**config.mk**
```make
export PLATFORM = sky130hd
export DESIGN_NAME = instr_fetch
export DESIGN_NICKNAME = d
export VERILOG_FILES = /design/src/rtl/instr_fetch.sv
export SDC_FILE = /design/constraint.sdc
export NUM_CORES = 1
export LEC_CHECK = 0
export CAP_MARGIN = 20
export CORE_UTILIZATION = 46
export CTS_CLUSTER_SIZE = 16
export DETAILED_ROUTE_END_ITERATION = 10
export GPL_ROUTABILITY_DRIVEN = 0
export PLACE_DENSITY_LB_ADDON = 0.25
export SETUP_SLACK_MARGIN = 0.3
export SYNTH_ARGS = -nofsm -noshare
export SYNTH_HDL_FRONTEND = slang
export SYNTH_SLANG_ARGS = --single-unit
```
**constraint.sdc**
```tcl
create_clock -name clk -period 4.7 [get_ports clk]
set_input_delay 1.41 -clock clk [delete_from_list [all_inputs] [get_ports clk]]
set_output_delay 1.41 -clock clk [all_outputs]
set_load 0.02 [all_outputs]
```
**src/rtl/instr_fetch.sv**
```systemverilog
// Instruction fetch unit: holds the PC, issues same-cycle word reads and buffers
// {pc, instr} pairs for decode behind a valid/ready handshake. Redirects flush the buffer.
module instr_fetch #(
    parameter logic [31:0] RESET_PC = 32'h0000_0000,
    parameter int          DEPTH    = 2
) (
    input  logic        clk,
    input  logic        rst,
    output logic [31:0] mem_addr,
    output logic        mem_re,
    input  logic [31:0] mem_rdata,
    input  logic        redirect_valid,
    input  logic [31:0] redirect_pc,
    output logic        out_valid,
    input  logic        out_ready,
    output logic [31:0] out_instr,
    output logic [31:0] out_pc
);
    localparam int PW = $clog2(DEPTH);
    localparam int CW = $clog2(DEPTH + 1);

    logic [31:0]   pc;
    logic [31:0]   buf_pc    [DEPTH];
    logic [31:0]   buf_instr [DEPTH];
    logic [PW-1:0] rd_ptr, wr_ptr;
    logic [CW-1:0] count;
    logic          pop, fetch;

    // Reset and redirect both hide the head so nothing is handed off in those cycles.
    assign out_valid = (count != '0) & ~redirect_valid & ~rst;
    assign pop       = out_valid & out_ready;
    // A pop frees a slot in the same cycle, so a full buffer keeps streaming.
    assign fetch     = ~rst & ~redirect_valid & ((count - CW'(pop)) < CW'(DEPTH));

    assign mem_re    = fetch;
    assign mem_addr  = {2'b00, pc[31:2]};
    assign out_instr = buf_instr[rd_ptr];
    assign out_pc    = buf_pc[rd_ptr];

    always_ff @(posedge clk) begin
        if (rst) begin
            pc     <= RESET_PC;
            rd_ptr <= '0;
            wr_ptr <= '0;
            count  <= '0;
            for (int i = 0; i < DEPTH; i++) begin
                buf_pc[i]    <= '0;
                buf_instr[i] <= '0;
            end
        end else if (redirect_valid) begin
            pc     <= {redirect_pc[31:2], 2'b00};
            rd_ptr <= '0;
            wr_ptr <= '0;
            count  <= '0;
        end else begin
            if (fetch) begin
                buf_pc[wr_ptr]    <= pc;
                buf_instr[wr_ptr] <= mem_rdata;
                wr_ptr            <= wr_ptr + PW'(1);
                pc                <= pc + 32'd4;
            end
            if (pop)
                rd_ptr <= rd_ptr + PW'(1);
            count <= count + CW'(fetch) - CW'(pop);
        end
    end
endmodule

```
==> flow_metrics.py <==
metrics = {
    "critical_path": {
        "worstSetupPathType": "in2out",
        "timing.critical_path.arrival_ns": 2.88,
        "critical_path_peak_fanout": 2,
        "crit-reg2reg-launch": "count[1]",
        "critPathLaunchType": "primary input",
        "critical_path.endpoint": "mem_re",
        "endpoint_kind": "output pin",
        "cp-startpoint": "rst",
        "r2r_slack_ns": 2.27,
        "reg2reg_to": "pc[22]",
        "reg2regPathDepth": 10,
        "worst-endpoint-required_ns": 3.29,
    },
    "global_routing": {
        "grt_start_max_net_pins": 63,
        "grt_pass1_vias": 5292,
        "first_pass_grt_wire_length_um": 27400,
        "antenna_violations_before_repair": 0,
        "grt_use_total_pct": 21.9,
        "globalRouteOverflowTotal": 0,
    },
    "sta": {
        "finClkSkew_ns": 0.00740,
        "max_freq_mhz": 233,
        "slew-limit-headroom_pct": 41.4,
        "post-route-worst-setup-slack_ns": 0.412,
        "final_report_setup_violation_count": 0,
        "setup_tns_ns": 0,
        "tightestPinTransition_ns": 0.879,
        "final-max-slew-violation-count": 0,
        "rsz0062_at_grt": "no",
        "period_minus_slack_ns": 4.29,
        "post-route-period-util_pct": 91.2,
        "final_hold_viol_count": 0,
    },
    "outcome": {
        "outcome": "finished clean",
    },
    "logic_synthesis": {
        "synthesis.area_per_instance_um2": 12.4,
        "synth-seq-area-share_pct": 59.5,
        "synth_cell_type_count": 50,
        "synthFlopType": "sky130_fd_sc_hd__edfxtp_1",
        "yosysWarningCount": 0,
        "synth.top_cells.by_area": "sky130_fd_sc_hd__edfxtp_1 50%, sky130_fd_sc_hd__and2_1 10%, sky130_fd_sc_hd__dfxtp_1 9.4%",
        "synthCells": 602,
        "synth.top_cell.area_share_pct": 50.1,
        "synth_top_cell_by_area": "sky130_fd_sc_hd__edfxtp_1",
        "async_reset_ff_share_pct": 0,
        "number_of_synthesized_flops_with_an_enable_pin": 124,
        "synth.cell_area_um2": 7440,
        "yosys_register_bits": 159,
    },
    "cells_and_area": {
        "area.growth.synth_to_final_pct": 32.5,
        "layout-drive-gt1-share_pct": 16.3,
        "fillCellCount": 1232,
        "fin_cells": 981,
        "most-common-layout-cells": "157 x sky130_fd_sc_hd__clkdlybuf4s50_1, 124 x sky130_fd_sc_hd__edfxtp_1, 123 x sky130_fd_sc_hd__and2_1",
        "finalNetCount": 823,
        "multiInputGateArea_um2": 2820,
        "n_antenna_cell": 0,
        "regArea_um2": 4430,
        "layout_commonest_cell": "sky130_fd_sc_hd__clkdlybuf4s50_1",
    },
    "placed_design": {
        "post-dp-hpwl_um": 11200,
        "placed_cells": 949,
        "port-buffer-count": 159,
        "detailedPlace.worstSlack_ns": -0.0913,
    },
    "clock_network": {
        "cts_num_sinks": 159,
        "clock_tree_root": "sky130_fd_sc_hd__clkbuf_16",
        "cts-hold-fix-buffers": 0,
        "clk_latency_ns": 0.42,
        "cts.reportedPaths.clkPinSlew_ns": 0.06,
        "numCtsBuffers": 17,
        "clock_tree_from_tritoncts": "yes",
        "ctsHtreeMaxLevel": 4,
        "ctsLongestPathBuffers": 2,
        "cts_setup_buffers": 0,
    },
    "route": {
        "drt_first_iter_violations": 402,
        "wl_per_cell_um": 17.9,
        "detail_route.wirelength_um": 17600,
        "route.vias.total": 5405,
        "drt-vias-per-instance": 5.51,
        "first_drt_pass_iteration_count": 7,
        "remaining_drc_errors": 0,
        "drtAntennaViolNets": 0,
    },
    "power": {
        "power_leakage_nw": 3.58,
        "cellPowerDensity_nw_per_um2": 352,
        "vdd_drop_max_mv": 0.271,
    },
    "floorplanning": {
        "die_area_um2": 16700,
        "design.portCount": 166,
        "fp.dieH_um": 129,
        "floorplan.die.width_um": 129,
        "fp.coreArea_um2": 15800,
        "placementRows": 46,
        "initial_core_util_pct": 47.0,
    },
    "worst_hold_path": {
        "hp-class": "reg2reg",
        "min-delay-start": "rd_ptr",
    },
    "job": {
        "drv_cap": 0,
    },
}
## power breakdown
group / switching (mW) / internal, mW
combinational: 0.215 / 0.220
sequential: 0.0607 / 1.61
clock: 0.540 / 0.829
total: 0.816 / 2.66
## cells in the mapped netlist (4+ instances only)
| cell | instances |
|---|---|
| sky130_fd_sc_hd__edfxtp_1 | 124 |
| sky130_fd_sc_hd__dfxtp_1 | 35 |
| sky130_fd_sc_hd__o21ai_0 | 5 |
| sky130_fd_sc_hd__and3_1 | 6 |
| sky130_fd_sc_hd__a2111oi_0 | 4 |
| sky130_fd_sc_hd__or4_1 | 9 |
| sky130_fd_sc_hd__nand3_1 | 14 |
| sky130_fd_sc_hd__buf_4 | 4 |
| sky130_fd_sc_hd__a311oi_1 | 16 |
| sky130_fd_sc_hd__o31ai_1 | 7 |
| sky130_fd_sc_hd__nand2_1 | 21 |
| sky130_fd_sc_hd__and2_1 | 123 |
| sky130_fd_sc_hd__xnor2_1 | 7 |
| sky130_fd_sc_hd__and4_1 | 7 |
| sky130_fd_sc_hd__nor3_1 | 5 |
| sky130_fd_sc_hd__nor2_1 | 29 |
| sky130_fd_sc_hd__nand4_1 | 10 |
| sky130_fd_sc_hd__xor2_1 | 5 |
| sky130_fd_sc_hd__inv_1 | 10 |
| sky130_fd_sc_hd__mux2_2 | 62 |
| sky130_fd_sc_hd__clkbuf_1 | 39 |
| sky130_fd_sc_hd__or3_1 | 5 |
| sky130_fd_sc_hd__a211oi_1 | 8 |
## layer usage
| metal | part of all wire (%) | GRT usage [%] |
|---|---|---|
| met1 | 41 | 26.9 |
| met2 | 48 | 36.9 |
| met3 | 8.1 | 5.78 |
| met4 | 2.4 | 8.72 |
| met5 | 0 | 0 |
## state kept, by name, indices dropped and copies added, names as in the netlist, named ones only
| name | flops |
|---|---|
| pc | 30 |
| wr_ptr | 1 |
| buf_pc | 60 |
| rd_ptr | 1 |
| count | 2 |
| buf_instr | 64 |
## critical path, cell delays in order
cell,delay (ns)
sky130_fd_sc_hd__clkdlybuf4s50_1,0.46
sky130_fd_sc_hd__nor2_4,0.16
sky130_fd_sc_hd__nand3b_1,0.10
sky130_fd_sc_hd__inv_1,0.08
sky130_fd_sc_hd__ha_2,0.18
sky130_fd_sc_hd__xnor2_1,0.14
sky130_fd_sc_hd__nand2_1,0.12
sky130_fd_sc_hd__inv_2,0.09
sky130_fd_sc_hd__buf_4,0.14
## cell families after synthesis
logic type	Yosys count	share of synthesized area [%]
xor+xnor	12	1.41
other cells	1	0.0504
compound gates	57	5.92
simple gates	252	20.2
flops	159	59.5
buf+inv	56	3.06
fa+ha+maj	3	0.505
mux	62	9.39
## area by class of cell
cell class | count | share of cell area (%)
inverter | 11 | 0.419
tap | 216 | 2.74
sequential | 159 | 44.9
multi-input combinational | 390 | 28.6
timing repair buffer | 173 | 17.4
clock inverter | 12 | 1.46
clock buffer | 20 | 4.43
## per-stage QoR
| stage | total power, mW | hold slack, ns | instance area [µm²] | utilization [%] |
|---|---|---|---|---|
| after global routing | 3.59 | 0.545 | 9860 | 62.3 |
| after CTS | 3.49 | 0.524 | 9850 | 62.2 |
| after floorplan | 1.89 | 0.472 | 7450 | - |
| after global placement | 2.12 | 0.485 | 9270 | 58.6 |
| after detailed placement | 2.13 | 0.508 | 9270 | 58.6 |
| final | 3.47 | 0.521 | 9860 | 62.3 |
## what timing repair did
action	CTS	global route
setup endpoints to repair	1	1
endpoints found under the hold margin	0	0
resized for setup	4	4
pin swaps	1	2
## worst min-delay path by stage
stage,endpoint,cells after the start
floorplan,flop,2
finish,flop,2
detailed placement,flop,2
CTS,flop,2
global route,rd_ptr,2
global placement,rd_ptr,2
No activity file was read; power rests on OpenSTA's default activity.
